==> config.mk <==
export PLATFORM = sky130hd
export DESIGN_NAME = cpu_mem_bridge
export DESIGN_NICKNAME = d
export VERILOG_FILES = /design/src/rtl/cpu_mem_bridge_pkg.sv /design/src/rtl/cpu_mem_bridge_perf_sat_cnt.sv /design/src/rtl/cpu_mem_bridge.sv
export SDC_FILE = /design/constraint.sdc
export NUM_CORES = 1
export LEC_CHECK = 0
export CAP_MARGIN = 10
export CORE_UTILIZATION = 35
export CTS_CLUSTER_DIAMETER = 50
export CTS_CLUSTER_SIZE = 24
export DETAILED_ROUTE_END_ITERATION = 12
export MAX_ROUTING_LAYER = met4
export PLACE_DENSITY = 0.75
export REMOVE_ABC_BUFFERS = 1
export SYNTH_ARGS = -nofsm -noshare
export SYNTH_HDL_FRONTEND = slang
export SYNTH_SLANG_ARGS = --single-unit
==> constraint.sdc <==
create_clock -name clk -period 4.8 [get_ports clk]
set_input_delay 0.96 -clock clk [delete_from_list [all_inputs] [get_ports clk]]
set_output_delay 0.96 -clock clk [all_outputs]
set_load 0.02 [all_outputs]
==> src/rtl/cpu_mem_bridge_pkg.sv <==
// Shared constants for cpu_mem_bridge: one-hot FSM encoding and transaction source tags.
package cpu_mem_bridge_pkg;

    localparam logic [3:0] S_IDLE = 4'b0001;
    localparam logic [3:0] S_REQ  = 4'b0010;
    localparam logic [3:0] S_RESP = 4'b0100;
    localparam logic [3:0] S_RET  = 4'b1000;

    localparam logic SRC_INST = 1'b0;
    localparam logic SRC_DATA = 1'b1;

    // Read completion goes back to whichever channel issued it.
    function automatic logic ret_ready(input logic src, input logic inst_rdy, input logic data_rdy);
        return (src == SRC_DATA) ? data_rdy : inst_rdy;
    endfunction

endpackage

==> src/rtl/cpu_mem_bridge_perf_sat_cnt.sv <==
// perf_sat_cnt: saturating event counter with synchronous clear, used by the optional perf block.
module perf_sat_cnt #(
    parameter int W = 32
) (
    input  logic         clk,
    input  logic         rst,
    input  logic         inc,
    input  logic         clr,
    output logic [W-1:0] count
);

    // Count events, sticking at all-ones instead of wrapping.
    always_ff @(posedge clk or posedge rst) begin
        if (rst) begin
            count <= {W{1'b0}};
        end else if (clr) begin
            count <= {W{1'b0}};
        end else if (inc && (count != {W{1'b1}})) begin
            count <= count + {{(W-1){1'b0}}, 1'b1};
        end
    end

endmodule

==> src/rtl/cpu_mem_bridge.sv <==
// cpu_mem_bridge: merges CPU fetch and load/store channels onto one memory port, one transaction at a time.
// Optional performance counters are enabled with `define CPU_MEM_BRIDGE_PERF_EN.
module cpu_mem_bridge
    import cpu_mem_bridge_pkg::*;
#(
    parameter int ADDR_W = 32,
    parameter int DATA_W = 32
) (
    input  logic                clk,
    input  logic                rst,
    input  logic [ADDR_W-1:0]   inst_req_addr,
    input  logic                inst_req_valid,
    output logic                inst_req_ready,
    output logic [DATA_W-1:0]   inst_rdata,
    output logic                inst_valid,
    input  logic                inst_ready,
    input  logic [ADDR_W-1:0]   data_addr,
    input  logic                data_rd,
    input  logic                data_wr,
    input  logic [DATA_W-1:0]   data_wdata,
    input  logic [DATA_W/8-1:0] data_wstrb,
    output logic                data_req_ready,
    output logic [DATA_W-1:0]   data_rdata,
    output logic                data_rvalid,
    input  logic                data_rready,
    output logic                mem_req_valid,
    input  logic                mem_req_ready,
    output logic [ADDR_W-1:0]   mem_req_addr,
    output logic                mem_req_wen,
    output logic [DATA_W-1:0]   mem_req_wdata,
    output logic [DATA_W/8-1:0] mem_req_wstrb,
    input  logic                mem_resp_valid,
    input  logic [DATA_W-1:0]   mem_resp_data,
    output logic                mem_resp_ready
`ifdef CPU_MEM_BRIDGE_PERF_EN
    ,
    output logic [31:0]         perf_wait_cyc,
    output logic [31:0]         perf_conflict,
    output logic [31:0]         perf_writes
`endif
);

    localparam int STRB_W = DATA_W / 8;

    logic [3:0]        state_r;
    logic [3:0]        state_nxt_s;
    logic [ADDR_W-1:0] addr_r;
    logic              wen_r;
    logic [DATA_W-1:0] wdata_r;
    logic [STRB_W-1:0] wstrb_r;
    logic              src_r;
    logic [DATA_W-1:0] rdata_r;

    logic idle_s;
    logic ret_s;
    logic data_req_s;
    logic accept_data_s;
    logic accept_inst_s;

    // Arbitration: a pending load/store always beats a fetch.
    always_comb begin
        idle_s        = (state_r == S_IDLE);
        ret_s         = (state_r == S_RET);
        data_req_s    = data_rd | data_wr;
        accept_data_s = idle_s & data_req_s;
        accept_inst_s = idle_s & ~data_req_s & inst_req_valid;
    end

    // Next-state logic.
    always_comb begin
        state_nxt_s = state_r;
        case (state_r)
            S_IDLE: begin
                if (accept_data_s || accept_inst_s) begin
                    state_nxt_s = S_REQ;
                end else begin
                    state_nxt_s = S_IDLE;
                end
            end
            S_REQ: begin
                if (mem_req_ready) begin
                    state_nxt_s = wen_r ? S_IDLE : S_RESP;
                end else begin
                    state_nxt_s = S_REQ;
                end
            end
            S_RESP: begin
                if (mem_resp_valid) begin
                    state_nxt_s = S_RET;
                end else begin
                    state_nxt_s = S_RESP;
                end
            end
            S_RET: begin
                if (ret_ready(src_r, inst_ready, data_rready)) begin
                    state_nxt_s = S_IDLE;
                end else begin
                    state_nxt_s = S_RET;
                end
            end
            default: state_nxt_s = S_IDLE;
        endcase
    end

    // State register.
    always_ff @(posedge clk or posedge rst) begin
        if (rst) begin
            state_r <= S_IDLE;
        end else begin
            state_r <= state_nxt_s;
        end
    end

    // Request payload latched at accept; rd+wr together is a write.
    always_ff @(posedge clk or posedge rst) begin
        if (rst) begin
            addr_r  <= {ADDR_W{1'b0}};
            wen_r   <= 1'b0;
            wdata_r <= {DATA_W{1'b0}};
            wstrb_r <= {STRB_W{1'b0}};
            src_r   <= SRC_INST;
        end else if (accept_data_s) begin
            addr_r  <= data_addr;
            wen_r   <= data_wr;
            wdata_r <= data_wdata;
            wstrb_r <= data_wstrb;
            src_r   <= SRC_DATA;
        end else if (accept_inst_s) begin
            addr_r  <= inst_req_addr;
            wen_r   <= 1'b0;
            wdata_r <= {DATA_W{1'b0}};
            wstrb_r <= {STRB_W{1'b0}};
            src_r   <= SRC_INST;
        end
    end

    // Read data capture; responses seen in IDLE are drained without capture.
    always_ff @(posedge clk or posedge rst) begin
        if (rst) begin
            rdata_r <= {DATA_W{1'b0}};
        end else if ((state_r == S_RESP) && mem_resp_valid) begin
            rdata_r <= mem_resp_data;
        end
    end

    assign inst_req_ready = accept_inst_s;
    assign data_req_ready = accept_data_s;
    assign mem_req_valid  = (state_r == S_REQ);
    assign mem_req_addr   = addr_r;
    assign mem_req_wen    = wen_r;
    assign mem_req_wdata  = wdata_r;
    assign mem_req_wstrb  = wstrb_r;
    assign mem_resp_ready = idle_s | (state_r == S_RESP);
    assign inst_valid     = ret_s & (src_r == SRC_INST);
    assign data_rvalid    = ret_s & (src_r == SRC_DATA);
    assign inst_rdata     = (ret_s && (src_r == SRC_INST)) ? rdata_r : {DATA_W{1'b0}};
    assign data_rdata     = (ret_s && (src_r == SRC_DATA)) ? rdata_r : {DATA_W{1'b0}};

`ifdef CPU_MEM_BRIDGE_PERF_EN
    logic wait_inc_s;
    logic conflict_inc_s;
    logic write_inc_s;

    assign wait_inc_s     = (state_r == S_REQ) | (state_r == S_RESP);
    assign conflict_inc_s = idle_s & inst_req_valid & data_req_s;
    assign write_inc_s    = accept_data_s & data_wr;

    perf_sat_cnt #(.W(32)) u_wait_cnt (
        .clk(clk), .rst(rst), .inc(wait_inc_s), .clr(1'b0), .count(perf_wait_cyc)
    );
    perf_sat_cnt #(.W(32)) u_conflict_cnt (
        .clk(clk), .rst(rst), .inc(conflict_inc_s), .clr(1'b0), .count(perf_conflict)
    );
    perf_sat_cnt #(.W(32)) u_write_cnt (
        .clk(clk), .rst(rst), .inc(write_inc_s), .clr(1'b0), .count(perf_writes)
    );
`endif

endmodule

==> flow_metrics.tcl <==
set metrics [dict create \
    syn_inst 371 \
    h-tree-depth 3 \
    cpPeakStageDelay_ps 590 \
    mostFrequentLayoutCells "279 x clkdlybuf4s50_1, 105 x dfrtp_1, 36 x a22o_1" \
    fin_util_pct 60.3 \
    multiInputGateArea_sq_um 1940 \
    holdBufCountCts 0 \
    io_buffers 279 \
    cp_cell_sequence "clkdlybuf4s50_1 -> nor3b_2 -> buf_4 -> and2_1 -> clkdlybuf4s50_1" \
    fmax_ghz 0.264 \
    antenna_found_initial 0 \
    tightestPinTransition_ps 1020 \
    cts-root-buf "clkbuf_16" \
    place_congestion 0.795 \
    track_usage_pct 20.6 \
    status "finished clean" \
    grtUsageMet1_pct 23.7 \
    critPathTopFamily "buffers and inverters" \
    clock_path_buffers 2 \
    die_w_um 119 \
    crit_buf_inv 3 \
    cp.arrival_ps 2830 \
    hold_viol 0 \
    ys.flop_type "dfrtp_1" \
    cts_tree "built" \
    clk_latency_ps 360 \
    max_cap_violations 0 \
    seq_area_sq_um 2650 \
    fin_skew_ps 12.7 \
    r2r_start "state_r[3]" \
    synth.avg_cell_area_sq_um 12.9 \
    post_drt_wl_per_cell_um 17.6 \
    post_cts_resized 0 \
    synthDistinctLibCells 31 \
    min_from "mem_req_addr[12]" \
    ys_async_sr_fraction_pct 100 \
    area_growth_pct 67.5 \
    grt_first_pass_wirelength_um 22300 \
    final_common_cell "clkdlybuf4s50_1" \
    drt_iter0_markers 176 \
    fill_cells 1086 \
    ys_warn_count 0 \
    ios 280 \
    leakage_nw 3.53 \
    cp-start-kind "primary input" \
    crit_path_end_kind "output pin" \
    cts.sinks 106 \
    grt_max_degree 85 \
    synth-seq-cells 106 \
    fin_crit_sh_pct 78.9 \
    grt_busiest_layer "met2" \
    hold_slack_ps 489 \
    start_util_pct 36.0 \
    cts_made_buffers 9 \
    insertedDiodeCount 0 \
    overflow 0 \
    hp-class "flip-flop to flip-flop" \
    use_met2_pct 35.5 \
    grt_pass1_vias 4292 \
    finalMaxSlewViolations 0 \
    slew_headroom_pct 32.3 \
    setup_viol 0 \
    path_clk_slew_ps 70 \
    seq_area_frac_synth_pct 55.5 \
    tns_ps 0 \
    fin_nets 775 \
    critPathSlowestCell "clkdlybuf4s50_1" \
    critPathRequiredTime_ps 3840 \
    cp-startpoint "inst_req_valid" \
    drt_wl_total_um 14400 \
    ant_nets 0 \
    globalRouteMet3Util_pct 4.02 \
    cpMostUsedCell "clkdlybuf4s50_1" \
    die_h_um 119 \
    drc 0 \
    core-area_sq_um 13300 \
    hpwl_um 10400 \
    critPathMaxFanout 33 \
    netlist_area_sq_um 4790 \
    synth_edf_count 0 \
    routed_via_density 5.03 \
    post-route-min-period_ps 3790 \
    via_count 4096 \
    path_class "primary input to output pin" \
    power_density_nw_per_um2 550 \
    firstDrtPassIters 6 \
    drive_above_1_share_pct 10.8 \
    num_rows 42 \
    die_area_sq_um 14100 \
    rsz0062_at_grt "false" \
    ir_worst_vdd_mv 0.284 \
    postCtsSetupBuffers 0 \
]
cell type report:
class,count,area share (%)
inverters,4,0.219
flip-flops and latches,106,33.1
repair buffers,288,35.8
clock buffers,9,2.81
multi-input cells,225,24.2
well taps,176,2.75
clock inverters,7,1.06
kinds of logic after synthesis:
logic type / after synthesis / share of synthesized area (%)
compound gates: 110 / 18.8
xor+xnor: 1 / 0.183
buf+inv: 40 / 4.50
flops: 106 / 55.5
mux: 34 / 10.3
simple gates: 80 / 10.8
final timing paths:
check / cells after the start / end / slack [ps]
setup / recovery: 5 / inst_req_ready / 1010
hold / removal: 1 / mem_req_addr[12] / 490
setup reg to reg: 4 / rdata_r[25] / 2450
hold reg to reg: 1 / mem_req_addr[12] / 490
max in group asynchronous: 3 / mem_req_addr[16] / 2710
min in group asynchronous: 2 / mem_req_wstrb[0] / 1210
where the power goes:
| part | switching (mW) | internal, mW | leakage [nW] |
|---|---|---|---|
| combinational | 0.947 | 1.07 | 2.06 |
| clock | 0.344 | 0.415 | 0.153 |
| sequential | 0.314 | 1.32 | 1.32 |
| total | 1.61 | 2.80 | 3.53 |
routing by layer:
metal  vias up  wire [um]
met5         -          0
met4         0        248
li1       1915          -
met3        18        789
met1      2010       5980
met2       153       7340
synth_stat cells, types with 2 or more instances:
| cell | count | share of area (%) |
|---|---|---|
| nor4b_1 | 3 | 0.55 |
| o21ai_0 | 5 | 0.52 |
| inv_1 | 4 | 0.31 |
| a22o_1 | 36 | 6.6 |
| a22oi_1 | 32 | 5.0 |
| o2bb2ai_1 | 32 | 5.9 |
| and2_1 | 35 | 4.6 |
| mux2_2 | 5 | 1.2 |
| clkbuf_1 | 25 | 2.0 |
| and3_1 | 32 | 4.2 |
| dfrtp_1 | 105 | 55 |
| nand2_1 | 2 | 0.16 |
| mux2_4 | 29 | 9.1 |
| buf_2 | 7 | 0.73 |
| buf_12 | 3 | 1.3 |
through the flow:
step	cells	power, mW	instance area [sq um]	setup slack [ps]
final	815	4.41	8010	1010
after global routing	815	4.64	8010	899
after CTS	815	4.45	8010	1010
after detailed placement	799	3.67	7700	1010
after global placement	799	3.62	7700	1040
after floorplan	335	2.65	4590	431
flip-flops by register name, summed over array words and instances (netlist names):
| name | count |
|---|---|
| mem_req_addr | 32 |
| mem_req_wen | 1 |
| mem_req_wdata | 32 |
| state_r | 4 |
| rdata_r | 32 |
| mem_req_wstrb | 4 |
| src_r | 1 |
Note: power is estimated with default switching activity, not from simulation.
